$ cat src/rtl/fetch_queue.sv
// Fetch PC generator feeding an in-order queue of up to DEPTH in-flight/buffered instructions.
// Latency: request one cycle after reset release; response visible to ID the cycle after it returns.
// Backpressure: id_ready low holds the head; req_valid drops once alloc + drop_cnt reaches DEPTH.
module fetch_queue #(
  parameter int                    ADDR_WIDTH = 32,
  parameter int                    DATA_WIDTH = 32,
  parameter logic [ADDR_WIDTH-1:0] INIT_PC    = 32'hBFC00000,
  parameter int                    DEPTH      = 4
) (
  input  logic                  clk,
  input  logic                  rst,
  input  logic                  flush,
  input  logic [ADDR_WIDTH-1:0] exc_pc,
  input  logic                  branch_flag,
  input  logic [ADDR_WIDTH-1:0] branch_addr,
  output logic                  req_valid,
  input  logic                  req_ready,
  output logic [ADDR_WIDTH-1:0] req_addr,
  input  logic                  resp_valid,
  input  logic [DATA_WIDTH-1:0] resp_data,
  output logic                  inst_valid,
  input  logic                  id_ready,
  output logic [ADDR_WIDTH-1:0] inst_pc,
  output logic [DATA_WIDTH-1:0] inst
);

  localparam int IW = $clog2(DEPTH);
  localparam int PW = IW + 1;
  localparam logic [PW:0] DEPTH_W = (PW+1)'(DEPTH);

  typedef logic [PW-1:0] ptr_t;

  logic                  run_q, run_d;
  logic [ADDR_WIDTH-1:0] fpc_q, fpc_d;
  ptr_t                  head_q, head_d;
  ptr_t                  fill_q, fill_d;
  ptr_t                  tail_q, tail_d;
  ptr_t                  drop_q, drop_d;
  logic [ADDR_WIDTH-1:0] pc_q   [DEPTH];
  logic [ADDR_WIDTH-1:0] pc_d   [DEPTH];
  logic [DATA_WIDTH-1:0] data_q [DEPTH];
  logic [DATA_WIDTH-1:0] data_d [DEPTH];
  logic [DEPTH-1:0]      filled_q, filled_d;

  ptr_t        alloc, pend;
  logic [PW:0] used;
  logic [IW-1:0] head_idx, fill_idx, tail_idx;
  logic        acc, resp_drop, resp_fill, resp_any, deq, redirect;

  // Occupancy and handshake decode from registered state only (no id_ready -> req_valid path)
  always_comb begin
    alloc     = tail_q - head_q;
    pend      = tail_q - fill_q;
    used      = {1'b0, alloc} + {1'b0, drop_q};
    head_idx  = head_q[IW-1:0];
    fill_idx  = fill_q[IW-1:0];
    tail_idx  = tail_q[IW-1:0];
    req_valid = run_q && (used < DEPTH_W);
    req_addr  = fpc_q;
    inst_valid = (alloc != '0) && filled_q[head_idx];
    inst_pc    = pc_q[head_idx];
    inst       = data_q[head_idx];
    acc       = req_valid && req_ready;
    // Responses owed to a killed stream are consumed first; a stray response with nothing owed is ignored
    resp_drop = resp_valid && (drop_q != '0);
    resp_fill = resp_valid && (drop_q == '0) && (pend != '0);
    resp_any  = resp_drop || resp_fill;
    deq       = inst_valid && id_ready;
    redirect  = flush || branch_flag;
  end

  // Next-state: allocate, fill, dequeue, then let a redirect override pointers and PC
  always_comb begin
    run_d    = 1'b1;
    fpc_d    = fpc_q;
    head_d   = head_q;
    fill_d   = fill_q;
    tail_d   = tail_q;
    drop_d   = drop_q;
    pc_d     = pc_q;
    data_d   = data_q;
    filled_d = filled_q;

    if (acc) begin
      pc_d[tail_idx]     = fpc_q;
      filled_d[tail_idx] = 1'b0;
      tail_d             = tail_q + ptr_t'(1);
      fpc_d              = fpc_q + ADDR_WIDTH'(4);
    end

    if (resp_drop) begin
      drop_d = drop_q - ptr_t'(1);
    end

    // fill_idx == tail_idx only when pend is 0 or DEPTH; neither allows both writes at once
    if (resp_fill) begin
      data_d[fill_idx]   = resp_data;
      filled_d[fill_idx] = 1'b1;
      fill_d             = fill_q + ptr_t'(1);
    end

    if (deq) begin
      head_d = head_q + ptr_t'(1);
    end

    // Everything in flight, including this cycle's accept, now belongs to the dead stream
    if (redirect) begin
      fpc_d  = flush ? exc_pc : branch_addr;
      head_d = '0;
      fill_d = '0;
      tail_d = '0;
      drop_d = drop_q + pend + ptr_t'(acc) - ptr_t'(resp_any);
    end
  end

  // State registers with asynchronous active-low clear
  always_ff @(posedge clk or negedge rst) begin
    if (!rst) begin
      run_q    <= 1'b0;
      fpc_q    <= INIT_PC;
      head_q   <= '0;
      fill_q   <= '0;
      tail_q   <= '0;
      drop_q   <= '0;
      filled_q <= '0;
      for (int i = 0; i < DEPTH; i++) begin
        pc_q[i]   <= '0;
        data_q[i] <= '0;
      end
    end else begin
      run_q    <= run_d;
      fpc_q    <= fpc_d;
      head_q   <= head_d;
      fill_q   <= fill_d;
      tail_q   <= tail_d;
      drop_q   <= drop_d;
      filled_q <= filled_d;
      pc_q     <= pc_d;
      data_q   <= data_d;
    end
  end

endmodule

$ cat config.mk
export PLATFORM = sky130hd
export DESIGN_NAME = fetch_queue
export DESIGN_NICKNAME = d
export VERILOG_FILES = /design/src/rtl/fetch_queue.sv
export SDC_FILE = /design/constraint.sdc
export NUM_CORES = 1
export LEC_CHECK = 0
export ABC_AREA = 1
export BUFFER_PORTS_ARGS = -buffer_cell sky130_fd_sc_hd__buf_4
export CAP_MARGIN = 10
export CELL_PAD_IN_SITES_DETAIL_PLACEMENT = 0
export CELL_PAD_IN_SITES_GLOBAL_PLACEMENT = 1
export CORE_MARGIN = 2
export CORE_UTILIZATION = 34
export CTS_CLUSTER_DIAMETER = 80
export DETAILED_ROUTE_END_ITERATION = 7
export PLACE_DENSITY_LB_ADDON = 0.1
export REMOVE_ABC_BUFFERS = 1
export SYNTH_ARGS = -nofsm -noshare
export SYNTH_HDL_FRONTEND = slang
export SYNTH_SLANG_ARGS = --single-unit
$ cat constraint.sdc
create_clock -name clk -period 5 [get_ports clk]
set_input_delay 0.5 -clock clk [delete_from_list [all_inputs] [get_ports clk]]
set_output_delay 0.5 -clock clk [all_outputs]
set_load 0.005 [all_outputs]
=== After elaboration in Yosys (flattened, before gate mapping) ===
Index checks and enable logic that the tools add are counted.

* Register bits: 305
* Input port bits: 103
* Output and inout bits: 98
* Word-level logic and storage cells: 95

* Add/subtract/negate cells: 11
* Magnitude comparators: 11
* Muxes and demuxes: 31
* Bitwise logic cells: 6
* Reductions and logical operators: 21

{| class="wikitable"
|+ Operators by type and width
! cell !! number
|-
| 2-to-1 mux 32 bit || 9
|-
| bitwise mux 128 bit || 2
|-
| binary-select mux 32 bit (select 2 bit) || 2
|-
| demux 32 bit (select 2 bit) || 2
|-
| adder 32 x 3 -> 32 bit (second input constant) || 1
|-
| 2-to-1 mux 3 bit || 8
|-
| logical AND 1 bit || 11
|-
| adder 3 x 1 -> 3 bit (second input constant) || 3
|-
| >= comparator 3 bit (second input constant) || 3
|-
| < comparator 2 x 3 -> 1 bit (second input constant) || 3
|-
| inverter 2 -> 3 bit || 3
|-
| nonzero test 3 bit || 3
|-
| 2-to-1 mux 4 bit || 2
|-
| nonzero test 2 bit || 4
|-
| < comparator 3 x 1 -> 1 bit (second input constant) || 2
|-
| subtractor 3 bit || 2
|-
| adder 3 x 3 -> 4 bit || 1
|-
| AND 4 bit || 1
|-
| demux 1 bit (select 2 bit) || 2
|-
| >= comparator 2 x 1 -> 1 bit (second input constant) || 2
|-
| < comparator 4 x 3 -> 1 bit (second input constant) || 1
|-
| inverter 4 bit || 1
|-
| bitwise OR 4 bit || 1
|-
| adder 3 x 1 -> 3 bit || 1
|-
| other kinds (7) || 10
|}

=== Logic depth before layout (Yosys ltp) ===
Gate-level depths: netlist (run 1).

* Depth after elaboration: 9
* Mapped depth: 21
* Depth with buffers taken out: 21

=== Least setup slack after synthesis (run 1) ===
Ideal clock, no wire load.

* Path type: register to register
* From: register tail_q[0]
* To: register drop_q[2]
* Setup time: 120 ps
* Data arrival time: 3502 ps
* Data required time: 4880 ps
* Path slack: 1377 ps
* Stages on the path, launching flop included: 19
* Path buffers: 1
* Clock period less this slack: 3623 ps
* Path through: dfrtp_1 -> inv_1 -> ha_1 -> fa_1 -> xnor2_2 -> xor2_2 -> nand3_4 -> buf_2 -> nand2_1 -> nand2_1 -> ha_1 -> inv_1 -> fa_1 -> fa_1 -> xnor2_1 -> xnor2_1 -> nor2_1 -> o21ai_1 -> nand2_1

* Cells in the longest elaborated chain, start to end: 8
* Elaborated cells between the ends (all ways): 13
* Those cells by class: 6 x add/sub; 1 x order compare; 1 x mux; 5 x reduce/logical

{| class="wikitable"
|+ Ends and longest elaborated chain
! element !! line !! text
|-
| start, declared || 37 || <nowiki>ptr_t tail_q, tail_d;</nowiki>
|-
| start signal, assigned || 135 || <nowiki>tail_q <= tail_d;</nowiki>
|-
| subtractor 3 bit || 52 || <nowiki>alloc = tail_q - head_q;</nowiki>
|-
| adder 3 x 3 -> 4 bit || 54 || <nowiki>used = {1'b0, alloc} + {1'b0, drop_q};</nowiki>
|-
| < comparator 4 x 3 -> 1 bit || 58 || <nowiki>req_valid = run_q && (used < DEPTH_W);</nowiki>
|-
| logical AND 1 bit || 58 ||
|-
| logical AND 1 bit || 63 || <nowiki>acc = req_valid && req_ready;</nowiki>
|-
| adder 3 x 1 -> 3 bit || 112 || <nowiki>drop_d = drop_q + pend + ptr_t'(acc) - ptr_t'(resp_any);</nowiki>
|-
| subtractor 3 x 1 -> 3 bit (*) || 112 ||
|-
| 2-to-1 mux 3 bit (*) || 107 || <nowiki>if (redirect) begin</nowiki>
|-
| end signal, assigned || 136 || <nowiki>drop_q <= drop_d;</nowiki>
|-
| end, declared || 38 || <nowiki>ptr_t drop_q, drop_d;</nowiki>
|}

Mark *: on every way between the ends. The rest lies on a longest branch, timed or not.
A chain may end at the register's enable or synchronous reset.

=== Worst setup path after layout (run 1) ===
* From: register tail_q[0]
* To: register data_q[77] in the netlist's numbering

* Cells in the longest elaborated chain, start to end: 3

{| class="wikitable"
|+ Ends and longest elaborated chain
! element !! line !! text
|-
| subtractor 3 bit || 53 || <nowiki>pend = tail_q - fill_q;</nowiki>
|-
| nonzero test 3 bit || 66 || <nowiki>resp_fill = resp_valid && (drop_q == '0) && (pend != '0);</nowiki>
|-
| logical AND 1 bit || 66 ||
|-
| end signal, assigned || 139 || <nowiki>data_q <= data_d;</nowiki>
|-
| end, declared || 41 || <nowiki>logic [DATA_WIDTH-1:0] data_q [DEPTH];</nowiki>
|}

Every way passes these cells.

==> key figures, run 1 <==
Cells and area
  • Area delta synth->final: 21.1%
  • Ratio of cells with drive above 1 in the final layout: 15.0%
  • Most common cell after layout, fill and taps aside: nand2_1
  • Layout net count: 2,222
  • Commonest cells after routing, fill and taps aside: 570 x nand2_1, 294 x dfrtp_1, 246 x nor2_1
  • Antenna cell count: 0

Clock tree
  • CTS H-Tree Depth: 2
  • Clock root cell: clkbuf_16
  • # Post-CTS Setup Buffers: 0
  • Clk buf depth: 3
  • Total CTS buffers: 40
  • CTS tree: built
  • Worst-Skew Late Latency: 550 ps
  • Sink Count: 305
  • Reg clk slew, reported paths: 60 ps

Run status
  • Status: finished clean

Power and ir drop
  • Cell Int Power: 5370 uW
  • Comb pwr share: 22.2%
  • Clock power share: 37.8%
  • Sw frac: 30.2%
  • Peak VDD IR: 0.227 mV
  • Overall power: 7690 uW
  • Net switching power: 2320 uW
  • Pwr dens: 415 nW/um2
  • Lkg Pwr: 0.00926 uW
  • Flop pwr share: 40.0%

Route
  • Met2 WL: 24,000 um
  • Iteration-0 DRC Markers: 1,273
  • Metal-1 WL: 23,700 um
  • DR WL met3: 2990 um
  • Detailed Route WL: 51,800 um
  • Number of vias per cell: 5.21
  • Drt drc: 0
  • Routed vias: 14,100
  • Top metal layer carrying routed signals: met4
  • Wire length per cell: 19.1 um
  • Initial DRT Pass Iterations: 5
  • Post-DRT Antenna Nets: 0

Critical path
  • Worst setup SP type: register
  • Worst EP required: 5430 ps
  • Crit path DAT: 4370 ps
  • Crit Path Max Fanout: 87
  • WS Path Type: register to register
  • CP endpoint kind: register

Timing
  • Final setup violation count: 0
  • Final period util: 78.9%
  • Worst setup margin: 1060 ps
  • Worst slew margin: 36.7%
  • Worst-Margin Slew: 950 ps
  • TNS Setup: 0 ps
  • Final hold viol count: 0
  • Clk_skew: 12.3 ps
  • RSZ-0062 raised after global routing: no
  • Final Max Slew Viols: 0
  • Max Clk Rate: 254 MHz
  • Minimum clock period: 3940 ps

Yosys
  • Area of the mapped netlist: 15,300 um2
  • Sequential area share after synthesis: 50.0%
  • Seq cells post-synth: 305
  • Syn. warnings: 0
  • Gate Count Post-Synth: 1,971
  • Ys async rst share: 100%
  • Main synth FF type: dfrtp_1
  • Post-synth EDFFs: 0
  • Avg Cell Area, Syn: 7.76 um2
  • Yosys cell types: 32

Die
  • Row count: 77
  • Floorplan Core Area: 44,300 um2
  • Die height: 216 um
  • I/O Pins: 201
  • Initial Utilization: 34.5%
  • Die ar.: 46,700 um2
  • Die width: 216 um

Place
  • Number of port buffers: 200
  • HPWL Detailed: 31,300 um
  • Placement Setup Slack: 1000 ps
  • Gp weighted congestion: 0.829

Global route
  • Global route total overflow: 0
  • First-pass GRT wire length: 81,700 um
  • GRT Util Overall: 22.2%
  • Initial antenna violation count: 0
  • Largest net degree at the start of global routing: 94
  • Vias in the first global route: 13,700

Worst hold path
  • Hold Crit Class: input pin to register

Job
  • Max Cap Viol: 0
kinds of logic (layout without fill, tap and decap cells):
logic type	after synthesis	after routing	share of synthesized area, %
DFF	305	305	50.0
xor gates and xnor gates	12	12	0.786
adders and majority gates	22	22	2.00
and+or+nand+nor	1001	1001	27.3
other	1	1	0.0245
AOI/OAI and AO/OA	410	410	14.1
buffers and inverters	220	373	5.79
through the flow:
step	area [um2]	std cells	hold slack, ps	util, %
floorplan	14700	1825	204	-
global placement	17200	2646	450	38.8
CTS	18500	2716	187	41.8
global route	18500	2716	214	41.8
finish	18500	2716	215	41.8
detailed placement	17200	2646	454	38.8
state kept, by name, indices dropped and copies added (netlist names):
signal and flops:
data_q 128, drop_q 3, fill_q 3, filled_q 4, head_q 3, pc_q 128
req_addr 32, run_q 1, tail_q 3
final cells by class:
cell class | instances | area (um2)
sequential | 305 | 7650
clock inverter | 12 | 171
inverter | 74 | 280
clock buffer | 57 | 1150
tap | 592 | 741
timing repair buffer | 230 | 1760
multi-input combinational | 1446 | 6770
fill | 4571 | 25800
power groups by stage:
stage                     Combinational, uW  Sequential [uW]  Clock [uW]
after global routing                   1930             3120        3090
final                                  1710             3080        2910
after global placement                 1710             3110           0
after floorplan                         868             3050           0
after detailed placement               1730             3120           0
after CTS                              1740             3080        2980
synthesized netlist by cell type (2+ instances only):
cell | number | area [um2]
inv_2 | 13 | 48.8
buf_2 | 47 | 235
xnor2_1 | 5 | 43.8
buf_1 | 21 | 78.8
nor2_1 | 246 | 923
a22oi_1 | 2 | 15.0
o211ai_1 | 2 | 15.0
nand3_1 | 40 | 200
xor2_1 | 5 | 43.8
nand2_1 | 570 | 2140
o21ai_0 | 147 | 736
o21ai_1 | 153 | 766
o2bb2ai_1 | 2 | 17.5
inv_1 | 60 | 225
fa_1 | 4 | 80.1
o22ai_1 | 65 | 407
a31oi_1 | 4 | 25.0
dfstp_2 | 9 | 236
dfrtp_1 | 296 | 7410
a21oi_1 | 35 | 175
nor2_2 | 2 | 12.5
nand4_1 | 136 | 851
ha_1 | 18 | 225
nor3_1 | 4 | 20.0
clkbuf_1 | 78 | 293
final timing paths:
path | startpoint | to | slack [ps] | cells after the start
worst max-delay path | tail_q[0]$_DFFE_PN0P_ | data_q[77]$_DFFE_PN0P_ | 1060 | 11
worst min-delay path | branch_addr[1] | req_addr[1]$_DFFE_PN0P_ | 210 | 3
worst max register to register | tail_q[0]$_DFFE_PN0P_ | data_q[77]$_DFFE_PN0P_ | 1060 | 11
worst min register to register | data_q[74]$_DFFE_PN0P_ | data_q[74]$_DFFE_PN0P_ | 460 | 2
max in group asynchronous | rst | pc_q[32]$_DFFE_PN0P_ | 3250 | 3
min in group asynchronous | rst | data_q[21]$_DFFE_PN0P_ | 540 | 2
routing by layer:
| metal | up-vias | global-route usage, % |
|---|---|---|
| li1 | 6850 | - |
| met1 | 6809 | 31.1 |
| met2 | 412 | 35.8 |
| met3 | 69 | 3.37 |
| met4 | 0 | 5.84 |
| met5 | - | 0 |
timing repair:
item / in CTS / in global routing
endpoints found under the hold margin: 40 / 0
gates resized for setup: 0 / 0
hold buffers: 1 / 0
worst max-delay path, stage by stage, from the launching register on:
cell and delay (ps):
dfrtp_1 370, inv_1 120, ha_1 210, fa_1 400, xnor2_2 170, xor2_2 180, nand3_4 80, buf_4 700
nand3_1 890, buf_4 510, nand2_1 100, nand2_1 50
No activity file was read; power rests on OpenSTA's default activity.
==> run 2: changes to the inputs <==
clock period = 3.5 ns   (was 5 ns; I/O delays follow)
==> key figures, run 2 (synthesized netlist as in run 1, its figures left out) <==
Power and ir drop
  • Overall power: 10,800 uW (+40%)
  • Lkg Pwr: 0.00934 uW (+0.91%)
  • Peak VDD IR: 0.312 mV (+37%)
  • Pwr dens: 579 nW/um2 (+39%)

Die
  • Die ar.: 46,700 um2 (unchanged)
  • Floorplan Core Area: 44,300 um2 (unchanged)
  • Initial Utilization: 34.5% (unchanged)
  • Die width: 216 um (unchanged)
  • Row count: 77 (unchanged)
  • Die height: 216 um (unchanged)
  • I/O Pins: 201 (unchanged)

Critical path
  • CP endpoint kind: register
  • WS Path Type: register to register
  • FF-to-FF End: drop_q[2]$_DFFE_PN0P_
  • Largest stage delay, worst path: 360 ps (-530 ps)
  • Register-to-Register Path Depth: 18 (+7)
  • Worst R2R Setup Slack: 220 ps (-840 ps)
  • Reg-to-Reg Start: tail_q[0]$_DFFE_PN0P_
  • Crit path DAT: 3720 ps (-650 ps)
  • Crit Path Max Fanout: 3 (-97%)
  • Worst setup SP type: register
  • CP cell instances: inv_2 -> ha_2 -> fa_2 -> xnor2_2 -> xor2_2 -> nand3_4 -> nand2_2 -> nand2_1 -> ha_1 -> inv_1 -> fa_2 -> fa_2 -> xnor2_1 -> xnor2_1 -> nand2_1 -> nand2_1 -> o21ai_1 -> nand2_1
  • Worst EP required: 3930 ps (-1500 ps)
  • CP dominant cell by count: nand2_1
  • Slowest cell on the critical path: dfrtp_1

Place
  • Number of port buffers: 200 (unchanged)
  • Gp weighted congestion: 0.883 (+6.4%)
  • HPWL Detailed: 32,600 um (+4.1%)
  • Placed Instance Area: 17,400 um2 (+1.1%)

Route
  • Post-DRT Antenna Nets: 0 (unchanged)
  • Number of vias per cell: 5.14 (-1.2%)
  • Wire length per cell: 19.0 um (-0.36%)
  • Detailed Route WL: 52,000 um (+0.48%)
  • Drt drc: 0 (unchanged)
  • Initial DRT Pass Iterations: 7 (+2)
  • Routed vias: 14,100 (-0.37%)
  • Iteration-0 DRC Markers: 1,051 (-17%)

Timing
  • Final Max Slew Viols: 0 (unchanged)
  • Worst slew margin: 27.3% (-9.4 points)
  • Final period util: 93.8% (+15 points)
  • RSZ-0062 raised after global routing: yes
  • Final setup violation count: 0 (unchanged)
  • Minimum clock period: 3280 ps (-658 ps)
  • Worst-Margin Slew: 1090 ps (+141 ps)
  • Hold_ws: 54.2 ps (-160 ps)
  • Clk_skew: 28.4 ps (+16.1 ps)
  • Max Clk Rate: 304 MHz (+20%)
  • Final hold viol count: 0 (unchanged)

Worst hold path
  • Hold path depth: 3 (unchanged)
  • WHS Endpoint: req_addr[1]$_DFFE_PN0P_
  • Hold Path Origin: branch_addr[1]
  • Hold Crit Class: input pin to register

Cells and area
  • Fin util: 42.1% (+0.27 points)
  • Area of the multi-input gates: 6790 um2 (+0.18%)
  • Layout net count: 2,247 (+1.1%)
  • Ratio of cells with drive above 1 in the final layout: 16.2% (+1.2 points)
  • Register area: 7650 um2 (unchanged)
  • Commonest cells after routing, fill and taps aside: 569 x nand2_1, 294 x dfrtp_1, 253 x buf_4
  • Most common cell after layout, fill and taps aside: nand2_1
  • Antenna cell count: 0 (unchanged)
  • Area delta synth->final: 21.9%
  • FILL cells: 4,686 (+2.5%)
  • Post-Layout Inst Area: 18,600 um2 (+0.63%)

Clock tree
  • CTS H-Tree Depth: 2 (unchanged)
  • Clock root cell: clkbuf_16
  • Worst-Skew Late Latency: 560 ps (about the same)
  • Sink Count: 305 (unchanged)
  • Reg clk slew, reported paths: 60 ps (about the same)
  • Total CTS buffers: 38 (-5.0%)
  • CTS tree: built
  • Clk buf depth: 3 (unchanged)

Global route
  • GRT Util Overall: 22.4% (+0.20 points)
  • Initial antenna violation count: 0 (unchanged)
  • Largest net degree at the start of global routing: 97 (+3.2%)
  • Global route total overflow: 0 (unchanged)
  • First-pass GRT wire length: 82,400 um (+0.90%)
  • Vias in the first global route: 14,000 (+2.0%)

Job
  • Max Cap Viol: 0 (unchanged)

Run status
  • Status: finished clean
run 2: layer usage:
metal | part of all wire (%) | vias to the layer above | routed length, um | track usage (%)
li1 | - | 6899 | - | -
met1 | 47 | 6788 | 24300 | 31.2
met2 | 46 | 339 | 24100 | 36.4
met3 | 5.1 | 62 | 2630 | 3.75
met4 | 1.9 | 0 | 994 | 5.21
met5 | 0 | - | 0 | 0
run 2: critical path: cells and delay by family (launching register included):
kind / cells / cell delay [ps]
DFF: 1 / 360
and+or+nand+nor: 6 / 370
AOI/OAI and AO/OA: 1 / 140
xor gates and xnor gates: 4 / 720
buffers and inverters: 2 / 110
adders and majority gates: 5 / 1480
run 2: repair_timing:
item | in CTS | in global routing
hold endpoints to repair | 80 | 0
setup buffers | 0 | 0
setup endpoints to repair | 0 | 20
resized for setup | 0 | 7
hold buffers | 1 | 0
run 2: worst max-delay path by stage:
stage / start / to / cells after the start
floorplan: drop_q[0]$_DFFE_PN0P_ / data_q[0]$_DFFE_PN0P_ / 7
global placement: tail_q[0]$_DFFE_PN0P_ / drop_q[2]$_DFFE_PN0P_ / 18
detailed placement: tail_q[0]$_DFFE_PN0P_ / drop_q[2]$_DFFE_PN0P_ / 18
CTS: head_q[0]$_DFFE_PN0P_ / inst_pc[24] / 5
global route: tail_q[0]$_DFFE_PN0P_ / drop_q[2]$_DFFE_PN0P_ / 17
finish: tail_q[0]$_DFFE_PN0P_ / drop_q[2]$_DFFE_PN0P_ / 18
run 2: final cells by class:
class / instances / area share [%]
sequential: 305 / 41.0
multi-input combinational: 1446 / 36.4
timing repair buffer: 257 / 10.5
clock buffer: 55 / 5.88
tap: 592 / 3.97
inverter: 74 / 1.50
clock inverter: 10 / 0.712
run 2: through the flow:
step	cells	TNS, ps	setup slack [ps]
after floorplan	1825	-1234550	-7300
final	2739	0	216
after global placement	2673	0	101
after CTS	2739	0	5.06
after global routing	2739	-6.51	-6.51
after detailed placement	2673	0	35.8
run 2: power breakdown:
group	internal [uW]	switching, uW
sequential	4050	355
clock	2390	1540
combinational	1080	1370
